### config.mk
export PLATFORM = sky130hd
export DESIGN_NAME = multibyte_cla_adder
export DESIGN_NICKNAME = d
export VERILOG_FILES = /design/src/rtl/cla_pkg.sv /design/src/rtl/carrylookahead_adder_8bit.sv /design/src/rtl/multibyte_cla_adder.sv
export SDC_FILE = /design/constraint.sdc
export NUM_CORES = 1
export LEC_CHECK = 0
export CORE_ASPECT_RATIO = 0.5
export CORE_MARGIN = 5
export CORE_UTILIZATION = 52
export CTS_BUF_LIST = sky130_fd_sc_hd__clkbuf_4
export DETAILED_ROUTE_END_ITERATION = 10
export GPL_ROUTABILITY_DRIVEN = 1
export GPL_TIMING_DRIVEN = 0
export HOLD_SLACK_MARGIN = 0.12
export PLACE_DENSITY = 0.86
export SLEW_MARGIN = 10
export SYNTH_ARGS = -nofsm -noshare
export SYNTH_HDL_FRONTEND = slang
export SYNTH_SLANG_ARGS = --single-unit
### constraint.sdc
create_clock -name clk -period 4.55 [get_ports clk]
set_input_delay 0.455 -clock clk [delete_from_list [all_inputs] [get_ports clk]]
set_output_delay 0.455 -clock clk [all_outputs]
set_load 0.02 [all_outputs]
### src/rtl/cla_pkg.sv
// Shared definitions for the multi-byte CLA adder: byte width, FSM state type
// and a byte-lane extraction helper.
package cla_pkg;

    localparam int BYTE_W = 8;
    localparam int MAX_W  = 1024;

    typedef enum logic [1:0] {IDLE, ADD, DONE} state_t;

    // Callers zero-extend their vector to MAX_W so one function serves any NBYTES.
    function automatic logic [BYTE_W-1:0] byte_sel(input logic [MAX_W-1:0] vec,
                                                   input int unsigned idx);
        return vec[idx*BYTE_W +: BYTE_W];
    endfunction

endpackage

### src/rtl/carrylookahead_adder_8bit.sv
// 8-bit carry-lookahead adder slice; every carry is a flat sum of
// generate/propagate products rather than a rippled chain.
module carrylookahead_adder_8bit
    import cla_pkg::*;
(
    input  logic [BYTE_W-1:0] a,
    input  logic [BYTE_W-1:0] b,
    input  logic              cin,
    output logic [BYTE_W-1:0] sum,
    output logic              cout
);

    logic [BYTE_W-1:0] g;
    logic [BYTE_W-1:0] p;
    logic [BYTE_W:0]   c;
    logic              term;
    logic              pp;

    assign g = a & b;
    assign p = a ^ b;

    always_comb begin
        c    = '0;
        term = 1'b0;
        pp   = 1'b0;
        c[0] = cin;
        for (int i = 0; i < BYTE_W; i++) begin
            term = g[i];
            pp   = p[i];
            for (int j = i - 1; j >= 0; j--) begin
                term = term | (pp & g[j]);
                pp   = pp & p[j];
            end
            c[i+1] = term | (pp & cin);
        end
    end

    assign sum  = p ^ c[BYTE_W-1:0];
    assign cout = c[BYTE_W];

endmodule

### src/rtl/multibyte_cla_adder.sv
// Sequential N-byte adder: feeds one byte per cycle through a single 8-bit CLA
// slice with a registered inter-byte carry. Define CLA_SUB_EN to add a sub port.
module multibyte_cla_adder
    import cla_pkg::*;
#(
    parameter  int NBYTES = 4,
    localparam int W      = BYTE_W * NBYTES
)
(
    input  logic         clk,
    input  logic         rst_n,
    input  logic         in_valid,
    output logic         in_ready,
    input  logic [W-1:0] a,
    input  logic [W-1:0] b,
    input  logic         cin,
`ifdef CLA_SUB_EN
    input  logic         sub,
`endif
    output logic         out_valid,
    input  logic         out_ready,
    output logic [W-1:0] sum,
    output logic         cout,
    output logic         overflow
);

    localparam int IDXW = (NBYTES > 1) ? $clog2(NBYTES) : 1;
    localparam logic [IDXW-1:0] IDX_LAST = IDXW'(NBYTES - 1);

    state_t            state;
    logic [W-1:0]      a_reg;
    logic [W-1:0]      b_reg;
    logic              carry;
    logic [IDXW-1:0]   idx;

    logic [BYTE_W-1:0] s_a;
    logic [BYTE_W-1:0] s_b;
    logic [BYTE_W-1:0] s_sum;
    logic              s_cout;
    logic [W-1:0]      b_eff;
    logic              c_init;

`ifdef CLA_SUB_EN
    assign b_eff  = sub ? ~b : b;
    assign c_init = sub ? 1'b1 : cin;
`else
    assign b_eff  = b;
    assign c_init = cin;
`endif

    assign s_a = byte_sel(MAX_W'(a_reg), 32'(idx));
    assign s_b = byte_sel(MAX_W'(b_reg), 32'(idx));

    carrylookahead_adder_8bit u_slice (
        .a    (s_a),
        .b    (s_b),
        .cin  (carry),
        .sum  (s_sum),
        .cout (s_cout)
    );

    always_ff @(posedge clk or negedge rst_n) begin
        if (!rst_n) begin
            state     <= IDLE;
            in_ready  <= 1'b1;
            out_valid <= 1'b0;
            sum       <= '0;
            cout      <= 1'b0;
            overflow  <= 1'b0;
            a_reg     <= '0;
            b_reg     <= '0;
            carry     <= 1'b0;
            idx       <= '0;
        end else begin
            case (state)
                IDLE: begin
                    if (in_valid) begin
                        // b is stored already inverted for subtraction
                        a_reg    <= a;
                        b_reg    <= b_eff;
                        carry    <= c_init;
                        idx      <= '0;
                        in_ready <= 1'b0;
                        state    <= ADD;
                    end
                end
                ADD: begin
                    sum[idx*BYTE_W +: BYTE_W] <= s_sum;
                    carry <= s_cout;
                    if (idx == IDX_LAST) begin
                        cout      <= s_cout;
                        overflow  <= (a_reg[W-1] == b_reg[W-1]) && (s_sum[BYTE_W-1] != a_reg[W-1]);
                        out_valid <= 1'b1;
                        state     <= DONE;
                    end else begin
                        idx <= idx + 1'b1;
                    end
                end
                DONE: begin
                    if (out_ready) begin
                        out_valid <= 1'b0;
                        in_ready  <= 1'b1;
                        state     <= IDLE;
                    end
                end
                default: begin
                    state    <= IDLE;
                    in_ready <= 1'b1;
                end
            endcase
        end
    end

endmodule

==> impl_metrics.py, run 1 <==
metrics = {
    "status": {
        "status": "finished clean",
    },
    "global_route": {
        "grt_overflow": 0,
        "grt.total_usage": 0.2068,
        "grt_pass1_wl_um": 18170,
        "grt_pass1_vias": 3516,
        "antenna_found_initial": 0,
        "grt_max_degree": 59,
    },
    "logic_synthesis": {
        "ys_types": 40,
        "synth_top_area_share": 0.5503,
        "syn_inst": 336,
        "syn_avg_cell_area_um2": 14.08,
        "syn-cell-area_mm2": 0.004730,
        "yosysTopAreaCell": "dfrtp_1",
        "yosys_warnings": 0,
        "synth.net_count": 421,
        "yosysSeqAreaShare": 0.5558,
        "ys_top_cells_by_area": "dfrtp_1, mux2_2, mux4_2",
        "ys_ff_latch": 105,
    },
    "timing": {
        "maxSlewViolCount": 0,
        "tightest_slew_ns": 0.8657,
        "post-route-period-util": 0.8637,
        "setup_viol": 0,
        "timing.final.ws_setup_ns": 0.6202,
        "relSlewSlack": 0.4229,
        "period_needed_ns": 3.930,
        "rsz0062_at_grt": "no",
        "hold_ws_ns": 0.5014,
        "fin_skew_ns": 0.01689,
        "fmax_mhz": 254.5,
        "timing.final.hold_violations": 0,
    },
    "drt": {
        "ant_nets": 0,
        "drt-total-wl_um": 10970,
        "drtPass1Iterations": 4,
        "drc_errors": 0,
        "via_per_inst": 5.663,
        "drt_iter0_markers": 167,
        "wl_per_cell_um": 19.08,
        "num_vias": 3256,
    },
    "clock_tree": {
        "clockRootBuffer": "clkbuf_4",
        "cts_buffers": 9,
        "cts_setup_buffers": 0,
        "cts_repair_resize_count": 0,
        "clk_pin_slew_worst_paths_ns": 0.17,
        "cts.sinks": 105,
        "postCtsHoldBufs": 1,
        "clk_latency_ns": 0.47,
        "cts_tree": "done",
        "cts_max_level": 3,
        "cts_buffer_depth": 2,
    },
    "floorplanning": {
        "core_area_mm2": 0.008798,
        "die-area_mm2": 0.01122,
        "start_util": 0.5375,
        "ioPinCount": 105,
        "num_rows": 24,
        "die_w_um": 144.9,
        "dieHeight_um": 77.44,
    },
    "placed_design": {
        "io_buffers": 104,
        "place_area_mm2": 0.005942,
        "place.gp.congestion": 0.9132,
        "hpwl_um": 8293,
        "dp_slack_ns": 0.6295,
    },
    "setup_path": {
        "worstPathArrival_ns": 4.32,
        "slowest_delay_ns": 0.64,
        "crit_path_start_kind": "flop",
        "worstPathRequired_ns": 4.94,
        "end_kind": "flop",
        "worstSetupPathType": "reg2reg",
        "cp_common_cell": "clkbuf_1",
        "path_max_fanout": 10,
        "crit_path_cell_trace": "clkbuf_1, clkbuf_1, mux4_2, ha_1, o21ai_1, nor3_2, o311a_4, or4_1, a41oi_1",
        "critPathSlowestCell": "clkbuf_1",
    },
    "final_layout": {
        "fin_util": 0.6984,
        "nets": 538,
        "area_delta_synth_final_pct": 29.92,
        "final_layout_size_suffix_gt1_frac": 0.2358,
        "final_cell_mix": "dfrtp_1, clkdlybuf4s50_1, mux2_2",
        "finalInstanceArea_mm2": 0.006145,
        "mostFrequentLayoutCell": "dfrtp_1",
        "num_antenna_cells": 0,
    },
    "power_and_ir_drop": {
        "power_density_mw_per_mm2": 826.1,
        "finalPower_uw": 5076,
        "ir_drop_v": 0.0004825,
        "p_leak_uw": 0.002572,
    },
    "hold_path": {
        "min_path_type": "reg2reg",
    },
    "job": {
        "max_cap_viol_count": 0,
    },
}
-- metrics by stage --
stage / std cells / setup TNS [ns]
2_1_floorplan: 336 / 0
3_3_place_gp: 557 / -79.67
3_5_place_dp: 558 / 0
4_1_cts: 575 / 0
5_1_grt: 575 / 0
6_report: 575 / 0
-- cells by family (layout without fill, tap and decap cells) --
| family | Yosys count | count (layout) | share of synthesized area |
|---|---|---|---|
| buffers and inverters | 20 | 142 | 0.01720 |
| AND/OR/NAND/NOR | 51 | 51 | 0.05106 |
| flip-flops | 105 | 105 | 0.5558 |
| adder cells (fa/ha/maj) | 16 | 16 | 0.04392 |
| multiplexers | 80 | 80 | 0.2286 |
| AO/OA/AOI/OAI | 61 | 61 | 0.09788 |
| XOR/XNOR | 3 | 3 | 0.005557 |
-- power by group --
part | internal (uW) | switching, uW | total [uW]
Sequential | 1360 | 243 | 1600
Clock | 284 | 322 | 606
Combinational | 1310 | 1560 | 2870
-- worst max-delay path, delay by kind of cell, from the launching register on --
family | cells | cell delay, ns
adder cells (fa/ha/maj) | 1 | 0.38
buffers and inverters | 2 | 1.13
flip-flops | 1 | 0.45
AO/OA/AOI/OAI | 3 | 0.89
multiplexers | 1 | 0.42
AND/OR/NAND/NOR | 2 | 0.59
-- cell type report --
type	instances	area [um^2]
Timing Repair Buffer	106	1076
Tap cell	117	146.4
Sequential cell	105	2629
Inverter	7	26.28
Clock buffer	9	67.56
Multi-Input combinational cell	211	2019
Buffer	13	55.05
Clock inverter	7	125.1
Fill cell	591	2654
-- synthesized netlist by cell type (all sizes together) --
master	count
dfrtp	104
o311a	1
o211ai	2
nor2	11
mux4	16
nor2b	2
ha	15
fa	1
o21bai	1
nand4	1
clkbuf	6
buf	7
o21ai	13
nor4	1
inv	7
a2bb2oi	1
a211o	1
nand3	4
or3	3
mux2	64
a21o	2
xnor2	1
nand2	18
or4	1
a211oi	5
dfstp	1
o31ai	2
a21oi	7
nor3	6
a22o	24
nand2b	3
nor3b	1
a41oi	1
xor2	2
o22a	1
-- metal layers --
layer / up-vias / GRT usage / wire length, um
met3: 16 / 0.04300 / 547
li1: 1503 / - / -
met1: 1655 / 0.2830 / 4794
met5: - / 0 / 0
met4: 0 / 0.06145 / 185
met2: 82 / 0.3364 / 5445
-- worst paths after layout --
check	depth (start not counted)	endpoint	from	slack (ns)
worst max-delay path	9	overflow	idx[1]	0.62
worst min-delay path	2	sum[0]	sum[0]	0.50
worst max register to register	9	overflow	idx[1]	0.62
worst min register to register	2	sum[0]	sum[0]	0.50
max in group asynchronous	3	in_ready	rst_n	3.30
min in group asynchronous	2	a_reg[1]	rst_n	0.52
(Power assumes the default switching activity.)
==> inputs of run 2 (changes only) <==
--- a/config.mk
+++ b/config.mk
@@ -14,6 +14,7 @@
 export GPL_TIMING_DRIVEN = 0
 export HOLD_SLACK_MARGIN = 0.12
 export PLACE_DENSITY = 0.86
+export RECOVER_POWER = 100
 export SLEW_MARGIN = 10
 export SYNTH_ARGS = -nofsm -noshare
 export SYNTH_HDL_FRONTEND = slang
==> impl_metrics.py, run 2 (same netlist as run 1, synthesis figures left out) <==
metrics = {
    "global_route": {
        "antenna_found_initial": 0,
        "grt.total_usage": 0.2068,
        "grt_max_degree": 59,
        "grt_overflow": 0,
        "grt_pass1_wl_um": 18170,
        "grt_pass1_vias": 3516,
    },
    "placed_design": {
        "hpwl_um": 8293,
        "io_buffers": 104,
        "place.gp.congestion": 0.9132,
        "dp_cells": 558,
        "dp_slack_ns": 0.6295,
    },
    "setup_path": {
        "worstSetupPathType": "reg2reg",
        "crit_path_start_kind": "flop",
        "end_kind": "flop",
        "path_max_fanout": 10,
        "worstPathRequired_ns": 4.94,
        "worstPathArrival_ns": 4.45,
    },
    "power_and_ir_drop": {
        "power_density_mw_per_mm2": 818.2,
        "ir_drop_v": 0.0004798,
        "p_leak_uw": 0.002662,
        "finalPower_uw": 5017,
    },
    "floorplanning": {
        "dieHeight_um": 77.44,
        "core_area_mm2": 0.008798,
        "die-area_mm2": 0.01122,
        "ioPinCount": 105,
        "num_rows": 24,
        "die_w_um": 144.9,
        "start_util": 0.5375,
    },
    "clock_tree": {
        "clk_latency_ns": 0.47,
        "cts_max_level": 3,
        "cts_repair_resize_count": 0,
        "cts_buffers": 9,
        "postCtsHoldBufs": 1,
        "clk_pin_slew_worst_paths_ns": 0.17,
        "cts_buffer_depth": 2,
        "cts_tree": "done",
        "cts_setup_buffers": 0,
        "cts.sinks": 105,
        "clockRootBuffer": "clkbuf_4",
    },
    "drt": {
        "num_vias": 3245,
        "wl_per_cell_um": 19.05,
        "drt_iter0_markers": 164,
        "drc_errors": 0,
        "drtPass1Iterations": 4,
        "ant_nets": 0,
        "via_per_inst": 5.643,
        "drt-total-wl_um": 10960,
    },
    "timing": {
        "timing.final.ws_setup_ns": 0.4967,
        "fin_skew_ns": 0.02155,
        "timing.final.hold_violations": 0,
        "tightest_slew_ns": 2.582,
        "rsz0062_at_grt": "no",
        "relSlewSlack": -0.7213,
        "hold_ws_ns": 0.4958,
        "maxSlewViolCount": 48,
        "period_needed_ns": 4.053,
        "post-route-period-util": 0.8908,
        "setup_viol": 0,
        "fmax_mhz": 246.7,
    },
    "status": {
        "status": "finished with violations",
        "violations": "max-capacitance violations, max-slew violations",
    },
    "final_layout": {
        "fin_cells": 575,
        "area_delta_synth_final_pct": 29.63,
        "final_layout_size_suffix_gt1_frac": 0.2205,
        "final_cell_mix": "dfrtp_1, clkdlybuf4s50_1, mux2_2",
        "fin_util": 0.6968,
        "num_antenna_cells": 0,
        "nets": 538,
        "mostFrequentLayoutCell": "dfrtp_1",
    },
    "hold_path": {
        "min_path_type": "reg2reg",
    },
    "job": {
        "max_cap_viol_count": 1,
    },
}
## run 2: changes by cell type in the layout (fill, tap and decap cells not counted), moves of 4 or more
cell | previous run | this run
dlygate4sd3_1 | 1 | 37
clkbuf_1 | 6 | 12
clkdlybuf4s50_1 | 103 | 67
buf_2 | 5 | 1
## run 2: worst paths after layout
path	from	endpoint	slack [ns]	depth (start not counted)
worst max register to register	idx[1]	overflow	0.50	9
worst min-delay path	sum[0]	sum[0]	0.50	2
max in group asynchronous	rst_n	a_reg[3]	1.78	2
min in group asynchronous	rst_n	a_reg[1]	1.33	2
worst max-delay path	idx[1]	overflow	0.50	9
worst min register to register	sum[0]	sum[0]	0.50	2
## run 2: cell type report
| type | count | area (um^2) |
|---|---|---|
| Buffer | 13 | 50.05 |
| Clock buffer | 9 | 67.56 |
| Clock inverter | 7 | 125.1 |
| Fill cell | 597 | 2668 |
| Inverter | 7 | 26.28 |
| Multi-Input combinational cell | 211 | 2014 |
| Sequential cell | 105 | 2629 |
| Tap cell | 117 | 146.4 |
| Timing Repair Buffer | 106 | 1072 |
## run 2: critical path, cell delays in order, from the launching register on
cell and delay, ns:
dfrtp_1 0.45, clkbuf_1 0.48, clkbuf_1 0.64, mux4_2 0.42
ha_1 0.38, o21ai_0 0.32, nor3_1 0.18, o311a_4 0.42
or4_1 0.47, a41oi_1 0.22
## run 2: power breakdown
group | total [uW] | switching [uW] | internal (uW)
Combinational | 2820 | 1550 | 1260
Clock | 607 | 323 | 284
Sequential | 1590 | 237 | 1360
Total | 5020 | 2110 | 2900
## run 2: per-layer routing
metal / GRT usage / vias to the layer above / share of wire
met3: 0.04300 / 16 / 0.051
met2: 0.3364 / 83 / 0.49
met4: 0.06145 / 0 / 0.017
met5: 0 / - / 0
li1: - / 1506 / -
met1: 0.2830 / 1640 / 0.44
## run 2: through the flow
| stage | setup TNS [ns] | instance area (um^2) |
|---|---|---|
| floorplan | 0 | 4730 |
| global placement | -79.67 | 5917 |
| detailed placement | 0 | 5942 |
| CTS | 0 | 6145 |
| global route | 0 | 6131 |
| finish | 0 | 6131 |
